## config.mk

```make
export PLATFORM = sky130hd
export DESIGN_NAME = mem_issue_queue_flat
export DESIGN_NICKNAME = d
export VERILOG_FILES = /design/src/rtl/mem_issue_queue_if.sv /design/src/rtl/mem_issue_queue.sv /design/src/flat_wrapper.sv
export SDC_FILE = /design/constraint.sdc
export NUM_CORES = 1
export LEC_CHECK = 0
export ABC_AREA = 1
export CORE_MARGIN = 2
export CORE_UTILIZATION = 58
export CTS_BUF_LIST = sky130_fd_sc_hd__clkbuf_16
export CTS_CLUSTER_DIAMETER = 40
export DETAILED_ROUTE_END_ITERATION = 12
export PLACE_DENSITY = 0.95
export SLEW_MARGIN = 5
export SYNTH_ARGS = -nofsm -noshare
export SYNTH_HDL_FRONTEND = slang
export SYNTH_SLANG_ARGS = --single-unit
```

## constraint.sdc

```tcl
create_clock -name clk -period 4 [get_ports clk]
set_input_delay 0.8 -clock clk [delete_from_list [all_inputs] [get_ports clk]]
set_output_delay 0.8 -clock clk [all_outputs]
set_load 0.005 [all_outputs]
```

## src/rtl/mem_issue_queue_if.sv

```systemverilog
`default_nettype none
// ============================================================================
// Module      : mem_issue_queue_if
// Description : Bundle of the dispatch, load/store-unit and writeback signals
//               around mem_issue_queue.
//               master = producer / load-store-unit side (testbench)
//               slave  = the issue queue itself
// Ports       : in0_*/in1_*  dispatch slots (slot 0 program-older)
//               in_ready     at least two queue entries free
//               mem_*        registered strobes/operands to the LSU,
//                            mem_read_data returned from the LSU
//               wb_*         load writeback
//               count        current queue occupancy
// Revision    : 1.0 - initial release
// ============================================================================
interface mem_issue_queue_if #(
  parameter int DEPTH = 4
);
  localparam int CNT_W = $clog2(DEPTH) + 1;

  logic              in0_valid;
  logic              in1_valid;
  logic              in0_is_store;
  logic              in1_is_store;
  logic [31:0]       in0_base;
  logic [31:0]       in1_base;
  logic [11:0]       in0_offset;
  logic [11:0]       in1_offset;
  logic [31:0]       in0_wdata;
  logic [31:0]       in1_wdata;
  logic [4:0]        in0_rd;
  logic [4:0]        in1_rd;
  logic              in_ready;
  logic              mem_read;
  logic              mem_write;
  logic [31:0]       mem_address;
  logic [31:0]       mem_write_data;
  logic [31:0]       mem_read_data;
  logic              wb_valid;
  logic [4:0]        wb_rd;
  logic [31:0]       wb_data;
  logic [CNT_W-1:0]  count;

  modport master (
    output in0_valid, in1_valid, in0_is_store, in1_is_store,
           in0_base, in1_base, in0_offset, in1_offset,
           in0_wdata, in1_wdata, in0_rd, in1_rd, mem_read_data,
    input  in_ready, mem_read, mem_write, mem_address, mem_write_data,
           wb_valid, wb_rd, wb_data, count
  );

  modport slave (
    input  in0_valid, in1_valid, in0_is_store, in1_is_store,
           in0_base, in1_base, in0_offset, in1_offset,
           in0_wdata, in1_wdata, in0_rd, in1_rd, mem_read_data,
    output in_ready, mem_read, mem_write, mem_address, mem_write_data,
           wb_valid, wb_rd, wb_data, count
  );
endinterface
`default_nettype wire

```

## src/rtl/mem_issue_queue.sv

```systemverilog
`default_nettype none
// ============================================================================
// Module      : mem_issue_queue
// Description : In-order memory-op issue queue. Accepts up to two dispatched
//               loads/stores per cycle, computes the truncated effective
//               address at enqueue, issues one op per cycle to the load/store
//               unit through registered mem_* outputs and returns load data
//               on the wb_* outputs two cycles after the op was on mem_*.
// Ports       : clk       rising-edge clock
//               rst_n     asynchronous active-low reset
//               bus       mem_issue_queue_if.slave (dispatch, LSU, writeback,
//                         in_ready, count)
// Parameters  : DEPTH     queue entries (power of two, >= 2)
//               ADDR_W    significant data-memory address bits
// Options     : MEMQ_BYPASS_EN - when defined, an op enqueued into an empty
//               queue goes straight into the mem_* registers (one cycle less
//               latency); otherwise every op passes through the queue.
// Revision    : 1.0 - initial release
// ============================================================================
module mem_issue_queue #(
  parameter int DEPTH  = 4,
  parameter int ADDR_W = 5
) (
  input  logic              clk,
  input  logic              rst_n,
  mem_issue_queue_if.slave  bus
);

  localparam int PTR_W = $clog2(DEPTH);
  localparam int CNT_W = PTR_W + 1;
  localparam logic [CNT_W-1:0] DEPTH_C = CNT_W'(DEPTH);
  localparam logic [31:0] ADDR_MASK = (ADDR_W >= 32) ? 32'hFFFF_FFFF
                                                     : ((32'd1 << ADDR_W) - 32'd1);

  typedef struct packed {
    logic        is_store;
    logic [31:0] addr;
    logic [31:0] wdata;
    logic [4:0]  rd;
  } op_t;

  // Base plus sign-extended offset, wrapped to 32 bits, then cut down to the
  // addressable memory range.
  function automatic logic [31:0] eff_addr(input logic [31:0] base,
                                           input logic [11:0] off);
    return (base + {{20{off[11]}}, off}) & ADDR_MASK;
  endfunction

  // Queue state
  op_t              q_mem [DEPTH];
  logic [PTR_W-1:0] wr_ptr;
  logic [PTR_W-1:0] rd_ptr;
  logic [CNT_W-1:0] count;

  // Issue stage registers
  logic        mem_read_r;
  logic        mem_write_r;
  logic [31:0] mem_address_r;
  logic [31:0] mem_write_data_r;
  logic [4:0]  issued_rd;

  // Writeback pipeline: one stage waiting for the LSU data, one output stage
  logic        rd_pending;
  logic [4:0]  pending_rd;
  logic        wb_valid_r;
  logic [4:0]  wb_rd_r;
  logic [31:0] wb_data_r;

  // Combinational control
  op_t              slot0;
  op_t              slot1;
  op_t              bypass_op;
  op_t              issue_op;
  logic             in_ready;
  logic             enq0;
  logic             enq1;
  logic             pop;
  logic             bypass;
  logic             q0;
  logic             q1;
  logic             issue;
  logic [CNT_W-1:0] count_next;

  assign slot0 = '{is_store: bus.in0_is_store,
                   addr:     eff_addr(bus.in0_base, bus.in0_offset),
                   wdata:    bus.in0_wdata,
                   rd:       bus.in0_rd};
  assign slot1 = '{is_store: bus.in1_is_store,
                   addr:     eff_addr(bus.in1_base, bus.in1_offset),
                   wdata:    bus.in1_wdata,
                   rd:       bus.in1_rd};

  // Two free entries are required so a full dual dispatch always fits.
  assign in_ready = ((DEPTH_C - count) >= CNT_W'(2));

  always_comb begin
    enq0      = in_ready & bus.in0_valid;
    enq1      = in_ready & bus.in1_valid;
    pop       = (count != '0);
`ifdef MEMQ_BYPASS_EN
    // Only when nothing is being popped can the oldest new op skip the queue.
    bypass    = ~pop & (enq0 | enq1);
`else
    bypass    = 1'b0;
`endif
    bypass_op = enq0 ? slot0 : slot1;
    // Slot 1 is queued unless it was the single op that took the bypass.
    q0        = enq0 & ~bypass;
    q1        = enq1 & ~(bypass & ~enq0);
    issue     = pop | bypass;
    issue_op  = pop ? q_mem[rd_ptr] : bypass_op;
    count_next = count + CNT_W'(q0) + CNT_W'(q1) - CNT_W'(pop);
  end

  always_ff @(posedge clk or negedge rst_n) begin
    if (!rst_n) begin
      for (int i = 0; i < DEPTH; i++) begin
        q_mem[i] <= '0;
      end
      wr_ptr <= '0;
      rd_ptr <= '0;
      count  <= '0;
    end else begin
      if (q0) begin
        q_mem[wr_ptr] <= slot0;
      end
      // Slot 1 lands right behind slot 0 if both are queued.
      if (q1) begin
        q_mem[wr_ptr + PTR_W'(q0)] <= slot1;
      end
      wr_ptr <= wr_ptr + PTR_W'(q0) + PTR_W'(q1);
      if (pop) begin
        rd_ptr <= rd_ptr + PTR_W'(1);
      end
      count <= count_next;
    end
  end

  always_ff @(posedge clk or negedge rst_n) begin
    if (!rst_n) begin
      mem_read_r       <= 1'b0;
      mem_write_r      <= 1'b0;
      mem_address_r    <= '0;
      mem_write_data_r <= '0;
      issued_rd        <= '0;
    end else begin
      mem_read_r       <= issue & ~issue_op.is_store;
      mem_write_r      <= issue &  issue_op.is_store;
      mem_address_r    <= issue ? issue_op.addr : '0;
      mem_write_data_r <= (issue & issue_op.is_store) ? issue_op.wdata : '0;
      issued_rd        <= (issue & ~issue_op.is_store) ? issue_op.rd : '0;
    end
  end

  always_ff @(posedge clk or negedge rst_n) begin
    if (!rst_n) begin
      rd_pending <= 1'b0;
      pending_rd <= '0;
      wb_valid_r <= 1'b0;
      wb_rd_r    <= '0;
      wb_data_r  <= '0;
    end else begin
      rd_pending <= mem_read_r;
      pending_rd <= issued_rd;
      // The LSU result is valid in the cycle after the read strobe.
      wb_valid_r <= rd_pending;
      wb_rd_r    <= rd_pending ? pending_rd : '0;
      wb_data_r  <= rd_pending ? bus.mem_read_data : '0;
    end
  end

  assign bus.in_ready       = in_ready;
  assign bus.count          = count;
  assign bus.mem_read       = mem_read_r;
  assign bus.mem_write      = mem_write_r;
  assign bus.mem_address    = mem_address_r;
  assign bus.mem_write_data = mem_write_data_r;
  assign bus.wb_valid       = wb_valid_r;
  assign bus.wb_rd          = wb_rd_r;
  assign bus.wb_data        = wb_data_r;

endmodule
`default_nettype wire

```

## src/flat_wrapper.sv

```systemverilog
// flat-port wrapper written by rule: the top's interface ports become plain ports
module mem_issue_queue_flat 
#(
  parameter int DEPTH  = 4,
  parameter int ADDR_W = 5
)
  (clk, rst_n, bus_in0_valid, bus_in1_valid, bus_in0_is_store, bus_in1_is_store, bus_in0_base, bus_in1_base, bus_in0_offset, bus_in1_offset, bus_in0_wdata, bus_in1_wdata, bus_in0_rd, bus_in1_rd, bus_mem_read_data, bus_in_ready, bus_mem_read, bus_mem_write, bus_mem_address, bus_mem_write_data, bus_wb_valid, bus_wb_rd, bus_wb_data, bus_count);
  mem_issue_queue_if #(.DEPTH(DEPTH)) bus_i ();
  input  logic clk;
  input  logic rst_n;
  input wire logic [$bits(bus_i.in0_valid)-1:0] bus_in0_valid;
  input wire logic [$bits(bus_i.in1_valid)-1:0] bus_in1_valid;
  input wire logic [$bits(bus_i.in0_is_store)-1:0] bus_in0_is_store;
  input wire logic [$bits(bus_i.in1_is_store)-1:0] bus_in1_is_store;
  input wire logic [$bits(bus_i.in0_base)-1:0] bus_in0_base;
  input wire logic [$bits(bus_i.in1_base)-1:0] bus_in1_base;
  input wire logic [$bits(bus_i.in0_offset)-1:0] bus_in0_offset;
  input wire logic [$bits(bus_i.in1_offset)-1:0] bus_in1_offset;
  input wire logic [$bits(bus_i.in0_wdata)-1:0] bus_in0_wdata;
  input wire logic [$bits(bus_i.in1_wdata)-1:0] bus_in1_wdata;
  input wire logic [$bits(bus_i.in0_rd)-1:0] bus_in0_rd;
  input wire logic [$bits(bus_i.in1_rd)-1:0] bus_in1_rd;
  input wire logic [$bits(bus_i.mem_read_data)-1:0] bus_mem_read_data;
  output wire logic [$bits(bus_i.in_ready)-1:0] bus_in_ready;
  output wire logic [$bits(bus_i.mem_read)-1:0] bus_mem_read;
  output wire logic [$bits(bus_i.mem_write)-1:0] bus_mem_write;
  output wire logic [$bits(bus_i.mem_address)-1:0] bus_mem_address;
  output wire logic [$bits(bus_i.mem_write_data)-1:0] bus_mem_write_data;
  output wire logic [$bits(bus_i.wb_valid)-1:0] bus_wb_valid;
  output wire logic [$bits(bus_i.wb_rd)-1:0] bus_wb_rd;
  output wire logic [$bits(bus_i.wb_data)-1:0] bus_wb_data;
  output wire logic [$bits(bus_i.count)-1:0] bus_count;
  assign bus_i.in0_valid = bus_in0_valid;
  assign bus_i.in1_valid = bus_in1_valid;
  assign bus_i.in0_is_store = bus_in0_is_store;
  assign bus_i.in1_is_store = bus_in1_is_store;
  assign bus_i.in0_base = bus_in0_base;
  assign bus_i.in1_base = bus_in1_base;
  assign bus_i.in0_offset = bus_in0_offset;
  assign bus_i.in1_offset = bus_in1_offset;
  assign bus_i.in0_wdata = bus_in0_wdata;
  assign bus_i.in1_wdata = bus_in1_wdata;
  assign bus_i.in0_rd = bus_in0_rd;
  assign bus_i.in1_rd = bus_in1_rd;
  assign bus_i.mem_read_data = bus_mem_read_data;
  assign bus_in_ready = bus_i.in_ready;
  assign bus_mem_read = bus_i.mem_read;
  assign bus_mem_write = bus_i.mem_write;
  assign bus_mem_address = bus_i.mem_address;
  assign bus_mem_write_data = bus_i.mem_write_data;
  assign bus_wb_valid = bus_i.wb_valid;
  assign bus_wb_rd = bus_i.wb_rd;
  assign bus_wb_data = bus_i.wb_data;
  assign bus_count = bus_i.count;
  mem_issue_queue #(.DEPTH(DEPTH), .ADDR_W(ADDR_W)) u_core (.clk(clk), .rst_n(rst_n), .bus(bus_i));
endmodule
```

**After elaboration in Yosys (flattened, before gate mapping)**

Cells that the tools add are included.

- Add/subtract/negate cells: 9
- Order comparisons: 6
- Multiplexer cells: 18
- Bitwise gates (word level): 8
- Reductions and logical operators: 3

Operators with widths:

| cell | number |
|---|---|
| bitwise mux 280 bit | 2 |
| 2-to-1 mux 280 bit | 2 |
| 2-to-1 mux 70 bit | 6 |
| demux 70 bit (select 2 bit) | 2 |
| binary-select mux 70 bit (select 2 bit) | 1 |
| 2-to-1 mux 32 bit | 3 |
| adder 5 bit | 2 |
| 2-to-1 mux 5 bit | 2 |
| >= comparator 3 bit, second input constant | 3 |
| inverter 2 -> 3 bit | 3 |
| adder 3 x 1 -> 3 bit | 2 |
| less-than comparator 3 x 1 -> 1 bit, second input constant | 2 |
| adder 2 x 1 -> 2 bit | 2 |
| bitwise AND 1 bit | 4 |
| >= comparator 3 x 2 -> 1 bit, second input constant | 1 |
| nonzero test 3 bit | 1 |
| subtractor 3 x 1 -> 3 bit | 1 |
| subtractor 3 bit, first input constant | 1 |
| adder 2 x 1 -> 2 bit, second input constant | 1 |
| logical AND 1 bit | 2 |
| inverter 1 bit | 1 |

- Flip-flop bits (word level): 402
- Input bits: 200
- Output and inout port bits: 108

**Depth between registers and ports, before layout**

- Depth after elaboration: 11
- Depth in mapped cells: 17
- Gate-level depth less buffers: 14

**Worst setup path before layout**

OpenSTA, ideal clock, no wires.

- Kind: register to register
- From: register u_core.count[1] (netlist: u_core.bus.count[1])
- To: register u_core.count[2] (netlist: u_core.bus.count[2])
- Data arrival time: 2.680 ns
- Required time: 3.921 ns
- Setup slack: 1.241 ns
- Stages on the path, launching flop included: 13
- Cell sequence: dfrtp_1 > inv_1 > ha_1 > ha_1 > nand3_2 > buf_6 > nand2_1 > ha_1 > inv_1 > fa_1 > fa_1 > xnor2_1 > xor2_1

- Word-level cells in the longest chain between the ends: 6
- Elaborated cells between the ends (all ways): 8
- Those cells by class: add/sub: 4; order compare: 1; bitwise: 2; reduce/logical: 1

RTL lines:

| item | line | text |
|---|---|---|
| from (decl) | mem_issue_queue.sv:53 | `logic [CNT_W-1:0] count;` |
| from (signal assigned) | mem_issue_queue.sv:135 | `count <= count_next;` |
| subtractor 3 bit * | mem_issue_queue.sv:94 | `assign in_ready = ((DEPTH_C - count) >= CNT_W'(2));` |
| >= comparator 3 x 2 -> 1 bit * | mem_issue_queue.sv:94 |  |
| net bus_in_ready | flat_wrapper.sv:24 | `output wire logic [$bits(bus_i.in_ready)-1:0] bus_in_ready;` |
| bitwise AND 1 bit | mem_issue_queue.sv:97 | `enq0 = in_ready & bus.in0_valid;` |
| adder 3 x 1 -> 3 bit | mem_issue_queue.sv:112 | `count_next = count + CNT_W'(q0) + CNT_W'(q1) - CNT_W'(pop);` |
| adder 3 x 1 -> 3 bit * | mem_issue_queue.sv:112 |  |
| subtractor 3 x 1 -> 3 bit * | mem_issue_queue.sv:112 |  |
| net u_core.count_next[2] | mem_issue_queue.sv:82 | `logic [CNT_W-1:0] count_next;` |

Mark *: on every way through the listed nets, which the timed path passes. The rest lies on a longest branch.
A chain may end at the register's enable or synchronous reset.

**Final worst setup path**

- From: register u_core.count[1] (netlist: u_core.bus.count[1])
- To: register u_core.q_mem[1] in the netlist's numbering

- Word-level cells in the longest chain between the ends: 11
- Elaborated cells between the ends (all ways): 14
- Those cells by class: add/sub: 2; order compare: 3; mux: 5; bitwise: 3; reduce/logical: 1

RTL lines:

| item | line | text |
|---|---|---|
| subtractor 3 bit * | mem_issue_queue.sv:94 |  |
| >= comparator 3 x 2 -> 1 bit * | mem_issue_queue.sv:94 |  |
| bitwise AND 1 bit | mem_issue_queue.sv:97 |  |
| adder 2 x 1 -> 2 bit | mem_issue_queue.sv:129 | `q_mem[wr_ptr + PTR_W'(q0)] <= slot1;` |
| inverter 2 -> 3 bit (implied by the code) | mem_issue_queue.sv:129 |  |
| >= comparator 3 bit (implied by the code) / less-than comparator 3 x 1 -> 1 bit (equally long branches) | mem_issue_queue.sv:129 |  |
| logical AND 1 bit (implied by the code) | mem_issue_queue.sv:129 |  |
| 2-to-1 mux 70 bit (implied by the code) | mem_issue_queue.sv:129 |  |
| demux 70 bit (select 2 bit) | mem_issue_queue.sv:129 |  |
| bitwise mux 280 bit | mem_issue_queue.sv:129 |  |
| 2-to-1 mux 280 bit * | mem_issue_queue.sv:128 | `if (q1) begin` |
| to (signal, indexed assignment) | mem_issue_queue.sv:125 | `q_mem[wr_ptr] <= slot0;` |
| to (signal, indexed assignment) | mem_issue_queue.sv:129 |  |
| to (decl) | mem_issue_queue.sv:50 | `op_t q_mem [DEPTH];` |

Every way passes the cells marked *; elsewhere a longest branch is shown, timed or not.

==> summary.md <==
| Metric | Value |
|---|---|
| Htree depth | 2 |
| Initial antenna violation count | 2 |
| Pin count of the biggest net entering global routing | 111 |
| # DRC | 0 |
| Post-CTS sizing | 0 |
| Clock-pin slew on the worst setup and hold paths | 0.06 ns |
| Leakage power | 11.42 nW |
| Worst path depth | 15 |
| Detailed route wirelength on metal3 | 5647 µm |
| Area occupied by multi-input gates | 0.006840 mm² |
| Fin nets | 2,655 |
| # hold bufs at CTS | 0 |
| CTS Buffer Depth | 3 |
| Gate count of the mapped netlist | 2,270 |
| Pre-CTS setup slack | 0.4081 ns |
| EDFF count, synth | 0 |
| Yosys top cell area share | 0.5442 |
| Critical Path Fanout Max | 33 |
| GRT overflow | 0 |
| Min Hold Slack | 0.3449 ns |
| Fillers | 2,091 |
| Drt pass-1 iters | 6 |
| Routability Congestion | 0.8292 |
| Sw Share | 0.4165 |
| Sequential area share after synthesis | 0.5442 |
| Worst endpoint required time | 4.46 ns |
| Worst path cell trace | inv_1, ha_1, ha_1, nand3_2, nand2_1, inv_1, ha_1, inv_1, nand2_1, nand2_1, nand4_2, inv_2, buf_12, nor2_1, nor2_1 |
| Post-synth top flop | dfrtp_1 |
| Max Clk Rate | 279.7 MHz |
| Final setup TNS | 0 ns |
| Peak VDD IR | 0.6798 mV |
| Share of cells above drive strength 1 | 0.04654 |
| Gate power share | 0.459 |
| Run status | finished clean |
| Internal power | 10.99 mW |
| Worst-skew pair later-pin latency | 0.56 ns |
| CP max stage cell | nand4_2 |
| Clock net sink count | 402 |
| Ys async rst share | 1.000 |
| DR vias/cell | 5.844 |
| Reg2reg path depth | 15 |
| # setup viols final | 0 |
| Routed WL per cell | 18.25 µm |
| Row cnt | 65 |
| Area contributors post-synth | dfrtp_1, nand2_1, nor2_1 |
| Critical path start-end classification | reg2reg |
| Syn_area_per_cell | 8.144 µm² |
| WL met2 | 24,890 µm |
| Max-cap violations | 0 |
| # Post-CTS Setup Buffers | 0 |
| Worst min-delay path class | in2async |
| TritonCTS clock tree | done |
| RSZ-0062 raised after global routing | no |
| Die X | 182.5 µm |
| Placed Area | 0.02107 mm² |
| Final Max Tran Viols | 0 |
| Period utilization | 0.8937 |
| P_sw | 7.846 mW |
| Buf/Inv on CP | 5 |
| Unique cell type count in the Yosys netlist | 25 |
| PortBufs | 239 |
| Clock network fraction of design power | 0.209 |
| #FFs+latches synth | 402 |
| CP peak stage delay | 0.52 ns |
| Final hold viol count | 0 |
| Cell family with most CP delay | simple AND/OR/NAND/NOR gates |
| Gr usage total | 0.3139 |
| FF/Latch Area | 0.01006 mm² |
| Worst Max-Slew Pin Slew | 1.184 ns |
| Vias in the first global route | 17,140 |
| Startpoint type of the worst setup path | register |
| Syn Std Cell Area | 0.01849 mm² |
| Detail Route Antenna Nets | 0 |
| Std-Cell Core Area | 0.03147 mm² |
| Top Metal Used | met4 |
| Sequential cell fraction of total power | 0.331 |
| Minimum clock period | 3.575 ns |
| CP endpoint kind | register |
| Root Driver | clkbuf_16 |
| Tot Pwr | 18.84 mW |
| Global-route wire length before repair | 84,150 µm |
| WL final | 52,470 µm |
| Most common cell after layout, fill and taps aside | nand2_1 |
| Synthesized net count | 2,488 |
| Area leader, netlist | dfrtp_1 |
| Ports | 308 |
| P&R area growth vs syn | 21.64% |
| DIE HEIGHT | 182.5 µm |
| Power per cell area | 837.7 mW/mm² |
| Worst slew margin | 0.2108 |
| Commonest cells after routing, fill and taps aside | nand2_1, dfrtp_1, nor2_1, clkdlybuf4s50_1, inv_1 |
| HPWL after DPL | 30,300 µm |
| Vias after detailed routing | 16,800 |
| M1 WL | 19,280 µm |
| Clock Skew | 0.03037 ns |
| CTS buffer count | 44 |
| Initial Util | 0.5874 |
| DR iter-0 viols | 2,172 |
| Die area | 0.03332 mm² |
| Worst path arrival time | 4.04 ns |
| Post-route cell area | 0.02249 mm² |
| Yosys warns | 0 |
| Post-route setup slack | 0.4253 ns |
==> layer usage <==
metal / track usage / vias to the layer above
li1: - / 7468
met1: 0.3890 / 7915
met2: 0.5150 / 1166
met3: 0.06586 / 252
met4: 0.1781 / 0
met5: 0 / -
==> stage by stage <==
step           cells  utilization
2_1_floorplan   2270            -
3_3_place_gp    2793       0.6696
3_5_place_dp    2793       0.6696
4_1_cts         2873       0.7143
5_1_grt         2875       0.7145
6_report        2875       0.7145
==> cells by family (layout without fill, tap and decap cells) <==
kind of cell,after synthesis,after routing,synth area share
xor+xnor,11,11,0.005211
buf+inv,379,580,0.08744
fa+ha+maj,18,18,0.01381
other cells,0,2,0
flops,402,402,0.5442
compound gates,419,419,0.1343
simple gates,1041,1041,0.2151
==> registers in the layout (all words and copies together), names as in the netlist, 3 cells and up <==
name / count
u_core.bus.count: 3
u_core.bus.mem_address: 32
u_core.bus.mem_write_data: 32
u_core.bus.wb_data: 32
u_core.bus.wb_rd: 5
u_core.issued_rd: 5
u_core.pending_rd: 5
u_core.q_mem: 280
==> final cells by class <==
type,count,area share
Clock inverter,35,0.01252
Multi-Input combinational cell,1489,0.3042
Antenna cell,2,0.0002226
Timing Repair Buffer,276,0.1256
Clock buffer,45,0.05008
Tap cell,402,0.02237
Inverter,224,0.03739
Sequential cell,402,0.4476
==> Yosys cell counts, drive strengths merged, types with 3 or more instances <==
cell	instances
nand2	686
dfrtp	402
nor2	337
inv	224
o21ai	148
o211ai	144
a21oi	114
buf	109
clkbuf	46
ha	14
nand3	12
o22ai	8
xor2	6
nand4	5
xnor2	5
fa	4
o21bai	3
==> worst register-to-register path: cells and delay by family (launching register included) <==
| family | cells | cell delay [ns] |
|---|---|---|
| adder cells (fa/ha/maj) | 3 | 0.68 |
| flip-flops | 1 | 0.42 |
| buffers and inverters | 5 | 0.96 |
| AND/OR/NAND/NOR | 7 | 1.45 |
==> path summary, 6_finish.rpt <==
path / startpoint / endpoint / slack, ns
setup reg to reg: u_core.bus.count[1]$_DFF_PN0_ / u_core.q_mem[1]$_DFF_PN0_ / 0.43
max in group asynchronous: rst_n / u_core.bus.wb_data[13]$_DFF_PN0_ / 2.67
hold / removal: rst_n / u_core.bus.mem_write_data[6]$_DFF_PN0_ / 0.34
min in group clk: u_core.issued_rd[4]$_DFF_PN0_ / u_core.pending_rd[4]$_DFF_PN0_ / 0.35
setup / recovery: u_core.bus.count[1]$_DFF_PN0_ / u_core.q_mem[1]$_DFF_PN0_ / 0.43
hold reg to reg: u_core.issued_rd[4]$_DFF_PN0_ / u_core.pending_rd[4]$_DFF_PN0_ / 0.35
==> power groups by stage <==
stage | Combinational, mW | Clock (mW) | Sequential (mW)
finish | 8.65 | 3.95 | 6.24
detailed placement | 8.32 | 0 | 6.27
global route | 9.53 | 4.15 | 6.34
global placement | 7.91 | 0 | 6.18
CTS | 8.51 | 3.97 | 6.21
floorplan | 5.66 | 0 | 6.03
No activity file was read; power rests on OpenSTA's default activity.
